### src/rtl/pipe_stall_flush_ctrl_if.sv
// ----------------------------------------------------------------------------
// pipe_stall_flush_ctrl_if
//
// Purpose : bundles every signal exchanged between the central pipeline
//           controller and the six pipeline stages (IF, ID, EX, MEM1, MEM2,
//           WB) of the MIPS core.
//
// Signals :
//   stallreq_if/id/ex/mem1/mem2  per-stage stall requests        (stage -> ctrl)
//   except_valid, except_is_eret commit-point exception / eret   (stage -> ctrl)
//   cp0_epc[31:0]                EPC used as eret target          (stage -> ctrl)
//   inst_req_pending             fetch accepted, data outstanding (stage -> ctrl)
//   inst_data_ok                 fetch response beat              (stage -> ctrl)
//   stall_<a>_<b>[1:0]           {upstream held, downstream held} (ctrl -> stage)
//   stall_pc                     PC register hold                 (ctrl -> stage)
//   flush, flush_pc[31:0]        pipeline clear + redirect target (ctrl -> stage)
//   fetch_discard                IF drops the next response beat  (ctrl -> stage)
//   perf_stall_cycles[PERF_W-1:0] stall-cycle performance counter (ctrl -> stage)
//
// Modports: master = controller side, slave = pipeline side.
// ----------------------------------------------------------------------------
interface pipe_stall_flush_ctrl_if #(
    parameter int PERF_W = 32
);
    // Stage -> controller
    logic              stallreq_if;
    logic              stallreq_id;
    logic              stallreq_ex;
    logic              stallreq_mem1;
    logic              stallreq_mem2;
    logic              except_valid;
    logic              except_is_eret;
    logic [31:0]       cp0_epc;
    logic              inst_req_pending;
    logic              inst_data_ok;

    // Controller -> stage
    logic [1:0]        stall_if_id;
    logic [1:0]        stall_id_ex;
    logic [1:0]        stall_ex_mem1;
    logic [1:0]        stall_mem1_mem2;
    logic [1:0]        stall_mem2_wb;
    logic              stall_pc;
    logic              flush;
    logic [31:0]       flush_pc;
    logic              fetch_discard;
    logic [PERF_W-1:0] perf_stall_cycles;

    modport master (
        input  stallreq_if, stallreq_id, stallreq_ex, stallreq_mem1, stallreq_mem2,
        input  except_valid, except_is_eret, cp0_epc,
        input  inst_req_pending, inst_data_ok,
        output stall_if_id, stall_id_ex, stall_ex_mem1, stall_mem1_mem2, stall_mem2_wb,
        output stall_pc, flush, flush_pc, fetch_discard, perf_stall_cycles
    );

    modport slave (
        output stallreq_if, stallreq_id, stallreq_ex, stallreq_mem1, stallreq_mem2,
        output except_valid, except_is_eret, cp0_epc,
        output inst_req_pending, inst_data_ok,
        input  stall_if_id, stall_id_ex, stall_ex_mem1, stall_mem1_mem2, stall_mem2_wb,
        input  stall_pc, flush, flush_pc, fetch_discard, perf_stall_cycles
    );
endinterface

### src/rtl/pipe_stall_flush_ctrl.sv
// ----------------------------------------------------------------------------
// pipe_stall_flush_ctrl
//
// Purpose : central stall / flush controller for the six-stage MIPS pipeline
//           (IF, ID, EX, MEM1, MEM2, WB).
//           - Turns per-stage stall requests into a prefix stall vector: the
//             most downstream requester and everything upstream of it hold.
//           - On a committed exception or eret, lets the faulting MEM2 entry
//             retire, then pulses flush for one cycle with the redirect PC.
//           - If a fetch was in flight when the flush happened, holds IF/PC in
//             DRAIN and tells IF to drop the stale response beat.
//           - Counts cycles in which any stall or flush recovery is active.
//
// Ports   :
//   clk      clock
//   resetn   synchronous, active-low reset
//   ctrl     pipe_stall_flush_ctrl_if.master (all request/stall/flush signals)
//
// Parameters:
//   EXC_VECTOR  redirect target for every exception except eret
//   PERF_W      width of perf_stall_cycles (must match the interface PERF_W)
// ----------------------------------------------------------------------------
module pipe_stall_flush_ctrl #(
    parameter logic [31:0] EXC_VECTOR = 32'hBFC00380,
    parameter int          PERF_W     = 32
) (
    input  logic                           clk,
    input  logic                           resetn,
    pipe_stall_flush_ctrl_if.master        ctrl
);

    typedef enum logic [1:0] {
        RUN   = 2'd0,
        FLUSH = 2'd1,
        DRAIN = 2'd2
    } state_e;

    state_e            state_q;
    state_e            state_d;

    logic [4:0]        req;          // index 0 = IF ... 4 = MEM2
    logic [5:0]        s_raw;        // prefix vector from requests alone
    logic [5:0]        s_eff;        // vector actually driven onto the buses
    logic              flush_o;
    logic              fetch_discard_o;

    logic [31:0]       flush_pc_q;
    logic              pend_q;       // fetch was outstanding when exception hit
    logic [PERF_W-1:0] perf_q;

    logic              take_exc;
    logic              perf_inc;

    assign req = {ctrl.stallreq_mem2, ctrl.stallreq_mem1, ctrl.stallreq_ex,
                  ctrl.stallreq_id,   ctrl.stallreq_if};

    // Stage i stalls when it or any stage downstream of it requests a stall,
    // so the vector is always a contiguous run of ones starting at IF.
    // WB has nowhere to be held against, so s_raw[5] is tied low.
    assign s_raw[5] = 1'b0;
    assign s_raw[4] = req[4];
    assign s_raw[3] = req[4] | req[3];
    assign s_raw[2] = req[4] | req[3] | req[2];
    assign s_raw[1] = req[4] | req[3] | req[2] | req[1];
    assign s_raw[0] = req[4] | req[3] | req[2] | req[1] | req[0];

    // Exceptions are only accepted in RUN; in FLUSH/DRAIN the pipeline is
    // already empty, so a late except_valid has nothing left to squash.
    assign take_exc = (state_q == RUN) && ctrl.except_valid;

    // ------------------------------------------------------------------
    // FSM: state register
    // ------------------------------------------------------------------
    // NOTE: sequential state uses non-blocking assignments so every flop
    // samples the pre-edge values regardless of block evaluation order.
    always_ff @(posedge clk) begin
        if (!resetn) begin
            state_q <= RUN;
        end else begin
            state_q <= state_d;
        end
    end

    // ------------------------------------------------------------------
    // FSM: next-state logic
    // ------------------------------------------------------------------
    // NOTE: every variable assigned in a combinational block gets a default
    // first; a path that skips the assignment would otherwise infer a latch.
    always_comb begin
        state_d = state_q;
        unique case (state_q)
            RUN: begin
                if (ctrl.except_valid) begin
                    state_d = FLUSH;
                end
            end
            FLUSH: begin
                // A fetch outstanding at capture time, or one issued since,
                // will return stale data; wait for it unless it is arriving
                // right now.
                if ((pend_q || ctrl.inst_req_pending) && !ctrl.inst_data_ok) begin
                    state_d = DRAIN;
                end else begin
                    state_d = RUN;
                end
            end
            DRAIN: begin
                if (ctrl.inst_data_ok) begin
                    state_d = RUN;
                end
            end
            default: begin
                state_d = RUN;
            end
        endcase
    end

    // ------------------------------------------------------------------
    // FSM: output decode
    // ------------------------------------------------------------------
    always_comb begin
        s_eff           = '0;
        flush_o         = 1'b0;
        fetch_discard_o = 1'b0;
        unique case (state_q)
            RUN: begin
                // The exception overrides all stall requests so the faulting
                // MEM2 entry retires this cycle.
                if (!ctrl.except_valid) begin
                    s_eff = s_raw;
                end
            end
            FLUSH: begin
                // All buses advance and PC is free to load flush_pc.
                flush_o = 1'b1;
            end
            DRAIN: begin
                // IF/PC hold while the stale beat is dropped; the remaining
                // stages run the normal prefix rule on top of that.
                s_eff           = s_raw | 6'b000001;
                fetch_discard_o = 1'b1;
            end
            default: begin
                s_eff = '0;
            end
        endcase
    end

    // ------------------------------------------------------------------
    // Redirect capture and fetch-pending flag
    // ------------------------------------------------------------------
    always_ff @(posedge clk) begin
        if (!resetn) begin
            flush_pc_q <= 32'h0;
            pend_q     <= 1'b0;
        end else if (take_exc) begin
            flush_pc_q <= ctrl.except_is_eret ? ctrl.cp0_epc : EXC_VECTOR;
            pend_q     <= ctrl.inst_req_pending && !ctrl.inst_data_ok;
        end
    end

    // ------------------------------------------------------------------
    // Stall-cycle performance counter (wraps naturally; flush leaves it)
    // ------------------------------------------------------------------
    assign perf_inc = (|s_eff) || (state_q != RUN);

    always_ff @(posedge clk) begin
        if (!resetn) begin
            perf_q <= '0;
        end else if (perf_inc) begin
            perf_q <= perf_q + PERF_W'(1);
        end
    end

    // ------------------------------------------------------------------
    // Output mapping: stall_<a>_<b> = {s[a], s[b]}
    // ------------------------------------------------------------------
    assign ctrl.stall_if_id       = {s_eff[0], s_eff[1]};
    assign ctrl.stall_id_ex       = {s_eff[1], s_eff[2]};
    assign ctrl.stall_ex_mem1     = {s_eff[2], s_eff[3]};
    assign ctrl.stall_mem1_mem2   = {s_eff[3], s_eff[4]};
    assign ctrl.stall_mem2_wb     = {s_eff[4], s_eff[5]};
    assign ctrl.stall_pc          = s_eff[0];
    assign ctrl.flush             = flush_o;
    assign ctrl.flush_pc          = flush_pc_q;
    assign ctrl.fetch_discard     = fetch_discard_o;
    assign ctrl.perf_stall_cycles = perf_q;

endmodule

### src/flat_wrapper.sv
// flat-port wrapper written by rule: the top's interface ports become plain ports
module pipe_stall_flush_ctrl_flat 
#(
    parameter logic [31:0] EXC_VECTOR = 32'hBFC00380,
    parameter int          PERF_W     = 32
)
  (clk, resetn, ctrl_stallreq_if, ctrl_stallreq_id, ctrl_stallreq_ex, ctrl_stallreq_mem1, ctrl_stallreq_mem2, ctrl_except_valid, ctrl_except_is_eret, ctrl_cp0_epc, ctrl_inst_req_pending, ctrl_inst_data_ok, ctrl_stall_if_id, ctrl_stall_id_ex, ctrl_stall_ex_mem1, ctrl_stall_mem1_mem2, ctrl_stall_mem2_wb, ctrl_stall_pc, ctrl_flush, ctrl_flush_pc, ctrl_fetch_discard, ctrl_perf_stall_cycles);
  pipe_stall_flush_ctrl_if #(.PERF_W(PERF_W)) ctrl_i ();
  input  logic clk;
  input  logic resetn;
  input wire logic [$bits(ctrl_i.stallreq_if)-1:0] ctrl_stallreq_if;
  input wire logic [$bits(ctrl_i.stallreq_id)-1:0] ctrl_stallreq_id;
  input wire logic [$bits(ctrl_i.stallreq_ex)-1:0] ctrl_stallreq_ex;
  input wire logic [$bits(ctrl_i.stallreq_mem1)-1:0] ctrl_stallreq_mem1;
  input wire logic [$bits(ctrl_i.stallreq_mem2)-1:0] ctrl_stallreq_mem2;
  input wire logic [$bits(ctrl_i.except_valid)-1:0] ctrl_except_valid;
  input wire logic [$bits(ctrl_i.except_is_eret)-1:0] ctrl_except_is_eret;
  input wire logic [$bits(ctrl_i.cp0_epc)-1:0] ctrl_cp0_epc;
  input wire logic [$bits(ctrl_i.inst_req_pending)-1:0] ctrl_inst_req_pending;
  input wire logic [$bits(ctrl_i.inst_data_ok)-1:0] ctrl_inst_data_ok;
  output wire logic [$bits(ctrl_i.stall_if_id)-1:0] ctrl_stall_if_id;
  output wire logic [$bits(ctrl_i.stall_id_ex)-1:0] ctrl_stall_id_ex;
  output wire logic [$bits(ctrl_i.stall_ex_mem1)-1:0] ctrl_stall_ex_mem1;
  output wire logic [$bits(ctrl_i.stall_mem1_mem2)-1:0] ctrl_stall_mem1_mem2;
  output wire logic [$bits(ctrl_i.stall_mem2_wb)-1:0] ctrl_stall_mem2_wb;
  output wire logic [$bits(ctrl_i.stall_pc)-1:0] ctrl_stall_pc;
  output wire logic [$bits(ctrl_i.flush)-1:0] ctrl_flush;
  output wire logic [$bits(ctrl_i.flush_pc)-1:0] ctrl_flush_pc;
  output wire logic [$bits(ctrl_i.fetch_discard)-1:0] ctrl_fetch_discard;
  output wire logic [$bits(ctrl_i.perf_stall_cycles)-1:0] ctrl_perf_stall_cycles;
  assign ctrl_i.stallreq_if = ctrl_stallreq_if;
  assign ctrl_i.stallreq_id = ctrl_stallreq_id;
  assign ctrl_i.stallreq_ex = ctrl_stallreq_ex;
  assign ctrl_i.stallreq_mem1 = ctrl_stallreq_mem1;
  assign ctrl_i.stallreq_mem2 = ctrl_stallreq_mem2;
  assign ctrl_i.except_valid = ctrl_except_valid;
  assign ctrl_i.except_is_eret = ctrl_except_is_eret;
  assign ctrl_i.cp0_epc = ctrl_cp0_epc;
  assign ctrl_i.inst_req_pending = ctrl_inst_req_pending;
  assign ctrl_i.inst_data_ok = ctrl_inst_data_ok;
  assign ctrl_stall_if_id = ctrl_i.stall_if_id;
  assign ctrl_stall_id_ex = ctrl_i.stall_id_ex;
  assign ctrl_stall_ex_mem1 = ctrl_i.stall_ex_mem1;
  assign ctrl_stall_mem1_mem2 = ctrl_i.stall_mem1_mem2;
  assign ctrl_stall_mem2_wb = ctrl_i.stall_mem2_wb;
  assign ctrl_stall_pc = ctrl_i.stall_pc;
  assign ctrl_flush = ctrl_i.flush;
  assign ctrl_flush_pc = ctrl_i.flush_pc;
  assign ctrl_fetch_discard = ctrl_i.fetch_discard;
  assign ctrl_perf_stall_cycles = ctrl_i.perf_stall_cycles;
  pipe_stall_flush_ctrl #(.EXC_VECTOR(EXC_VECTOR), .PERF_W(PERF_W)) u_core (.clk(clk), .resetn(resetn), .ctrl(ctrl_i));
endmodule
### config.mk
export PLATFORM = sky130hd
export DESIGN_NAME = pipe_stall_flush_ctrl_flat
export DESIGN_NICKNAME = d
export VERILOG_FILES = /design/src/rtl/pipe_stall_flush_ctrl_if.sv /design/src/rtl/pipe_stall_flush_ctrl.sv /design/src/flat_wrapper.sv
export SDC_FILE = /design/constraint.sdc
export NUM_CORES = 1
export LEC_CHECK = 0
export ABC_AREA = 1
export CAP_MARGIN = 10
export CORE_MARGIN = 5
export CORE_UTILIZATION = 49
export DETAILED_ROUTE_END_ITERATION = 8
export GPL_ROUTABILITY_DRIVEN = 0
export PLACE_DENSITY = 0.86
export SLEW_MARGIN = 10
export SYNTH_ARGS = -nofsm -noshare
export SYNTH_HDL_FRONTEND = slang
export SYNTH_SLANG_ARGS = --single-unit
### constraint.sdc
create_clock -name clk -period 3.6 [get_ports clk]
set_input_delay 0.36 -clock clk [delete_from_list [all_inputs] [get_ports clk]]
set_output_delay 0.36 -clock clk [all_outputs]
set_load 0.02 [all_outputs]
==> out/metrics.yaml <==
status: "finished clean"
wl_per_cell_um: 13.2
hold_viol: 0
synth_seq_cells: 67
power.switching_mw: 0.470
diodes: 0
critPathLaunchType: "input port"
cts_buffers: 9
die_h_um: 93.5
crit_arrival_ps: 1950
met3_length_mm: 1.07
fin_util_pct: 70.8
wl_met1_mm: 3.70
wirelength_mm: 9.66
clk_latency_ps: 340
drt-pass1-iter-count: 5
numPlacedInstances: 715
synth.avg_cell_area_um2: 6.53
drive_gt1_share_pct: 8.35
route.met2.wl_mm: 4.65
hold_class: "reg2reg"
grt-ovfl-total: 0
comb_power_share_pct: 16.2
grt_pass1_vias: 3493
final_common_cell: "nand2_1"
crit_fanout: 5
ys_seq_area_share_pct: 39.3
finalMaxSlewViolations: 0
start_util_pct: 50.3
grt_max_degree: 49
drt_iter0_drc: 248
rsz0062_at_grt: "no"
core-area_um2: 6790
seqPwrFrac_pct: 46.1
die-area_um2: 8740
fin_worst_skew_ps: 8.02
fmax_mhz: 432
postRouteAntennaNets: 0
dp_slack_ps: 1310
final_cell_mix: "nand2_1, clkdlybuf4s50_1, nor2_1"
ff2ff_setup_slack_ps: 1860
pwr_density_cell_nw_per_um2: 353
cap_violations: 0
ir_worst_vdd_mv: 0.246
htreeDepth: 3
worst_slack_ps: 1290
viasPerCell: 5.01
synth_cell_types: 29
layout.cells.non_filler: 731
top_layer: "met4"
num_vias: 3659
synth_cells: 523
worst-setup-path-type: "in2out"
p_leak_nw: 1.83
power.internal_mw: 1.23
finalSetupViolations: 0
portBuffers: 118
p_clk_share_pct: 37.7
cts_resized: 0
swShare_pct: 27.7
fp-row-count: 30
finalSetupTns_ps: 0
ctsHoldBuffers: 0
antenna_found_initial: 0
drc: 0
crit_path_end_kind: "primary output"
grt.total_usage_pct: 22.5
io_pins: 120
ys_warn_count: 0
syn-cell-area_um2: 3410
crit_required_ps: 3240
area_delta_synth_final_pct: 40.8
path_clk_slew_ps: 70
clock_path_buffers: 2
worst_hold_slack_ps: 472
cts_setup_buffers: 0
dp_hpwl_mm: 7.18
nNetsFinal: 674
syn_nets: 567
clkSinkCount: 67
grt_pass1_wl_mm: 16.0
period_share_pct: 64.3
fp.dieW_um: 93.5
fin_crit_ps: 2310
tritoncts: "built"
cts_root_buf: "clkbuf_8"
final cells by class:
| type | instances | area, µm² |
|---|---|---|
| Clock buffer | 10 | 138 |
| Sequential cell | 67 | 1340 |
| Fill cell | 550 | 1990 |
| Multi-Input combinational cell | 390 | 1770 |
| Tap cell | 96 | 120 |
| Clock inverter | 6 | 65.1 |
| Inverter | 39 | 151 |
| Timing Repair Buffer | 123 | 1220 |
metal layers:
metal,GRT usage (%),vias to the layer above
met5,0,-
met4,10.6,0
met3,9.25,21
met2,38.5,135
met1,24.0,1632
li1,-,1871
power by group through the flow:
| stage | clock network [mW] | registers, mW | logic [mW] |
|---|---|---|---|
| final | 0.640 | 0.783 | 0.274 |
| after global routing | 0.685 | 0.787 | 0.295 |
| after CTS | 0.650 | 0.783 | 0.276 |
| after detailed placement | 0 | 0.800 | 0.275 |
| after global placement | 0 | 0.798 | 0.269 |
| after floorplan | 0 | 0.828 | 0.119 |
sequential cells by signal, indices dropped and copies added (netlist names):
register	flops
u_core.ctrl.flush_pc	32
u_core.ctrl.perf_stall_cycles	32
u_core.pend_q	1
u_core.state_q	2
final timing paths:
check | from | to | cells past startpoint
max | ctrl_except_valid | ctrl_stall_pc | 7
max reg2reg | u_core.state_q[1]$_SDFFE_PN0P_ | u_core.ctrl.flush_pc[1]$_SDFFE_PN0P_ | 7
min reg2reg | u_core.ctrl.flush_pc[14]$_SDFFE_PN0P_ | u_core.ctrl.flush_pc[14]$_SDFFE_PN0P_ | 2
min | u_core.ctrl.flush_pc[14]$_SDFFE_PN0P_ | u_core.ctrl.flush_pc[14]$_SDFFE_PN0P_ | 2
synthesized netlist by cell type:
master / number / share of area (%)
nand2_1: 154 / 17
nor2_1: 78 / 8.6
dfxtp_1: 67 / 39
nand3_1: 65 / 9.5
inv_1: 34 / 3.7
a21oi_1: 25 / 3.7
nor3_1: 14 / 2.1
o21ai_0: 14 / 2.1
nor2_2: 12 / 2.2
buf_2: 8 / 1.2
clkbuf_1: 8 / 0.88
a21oi_2: 7 / 1.8
xor2_1: 7 / 1.8
buf_4: 6 / 1.3
inv_2: 4 / 0.44
buf_1: 3 / 0.33
nand2_2: 3 / 0.55
buf_6: 2 / 0.66
o21ai_1: 2 / 0.29
clkinv_4: 1 / 0.26
conb_1: 1 / 0.11
ha_1: 1 / 0.37
nand2_4: 1 / 0.33
nand4_1: 1 / 0.18
nor2_4: 1 / 0.33
o21ai_2: 1 / 0.26
o21ai_4: 1 / 0.48
or2_2: 1 / 0.18
xnor2_1: 1 / 0.26
worst max-delay path, cell delays in order:
cell and delay, ps:
clkdlybuf4s50_1 510, inv_1 60, o21ai_2 240, inv_2 80
o21ai_4 80, inv_1 80, clkdlybuf4s50_1 540
cell families (layout without fill, tap and decap cells):
| logic type | Yosys count | in the layout | share of synthesized area [%] |
|---|---|---|---|
| AOI/OAI and AO/OA | 50 | 50 | 8.54 |
| xor gates and xnor gates | 8 | 8 | 2.05 |
| adders and majority gates | 1 | 1 | 0.366 |
| buffers and inverters | 66 | 178 | 8.79 |
| DFF | 67 | 67 | 39.3 |
| other | 1 | 1 | 0.110 |
| and+or+nand+nor | 330 | 330 | 40.9 |
stage by stage:
step	total power [mW]	cell area [µm²]
floorplan	0.947	3410
global placement	1.07	4600
detailed placement	1.07	4600
CTS	1.71	4810
global route	1.77	4810
finish	1.70	4810
Note: power is estimated with default switching activity, not from simulation.
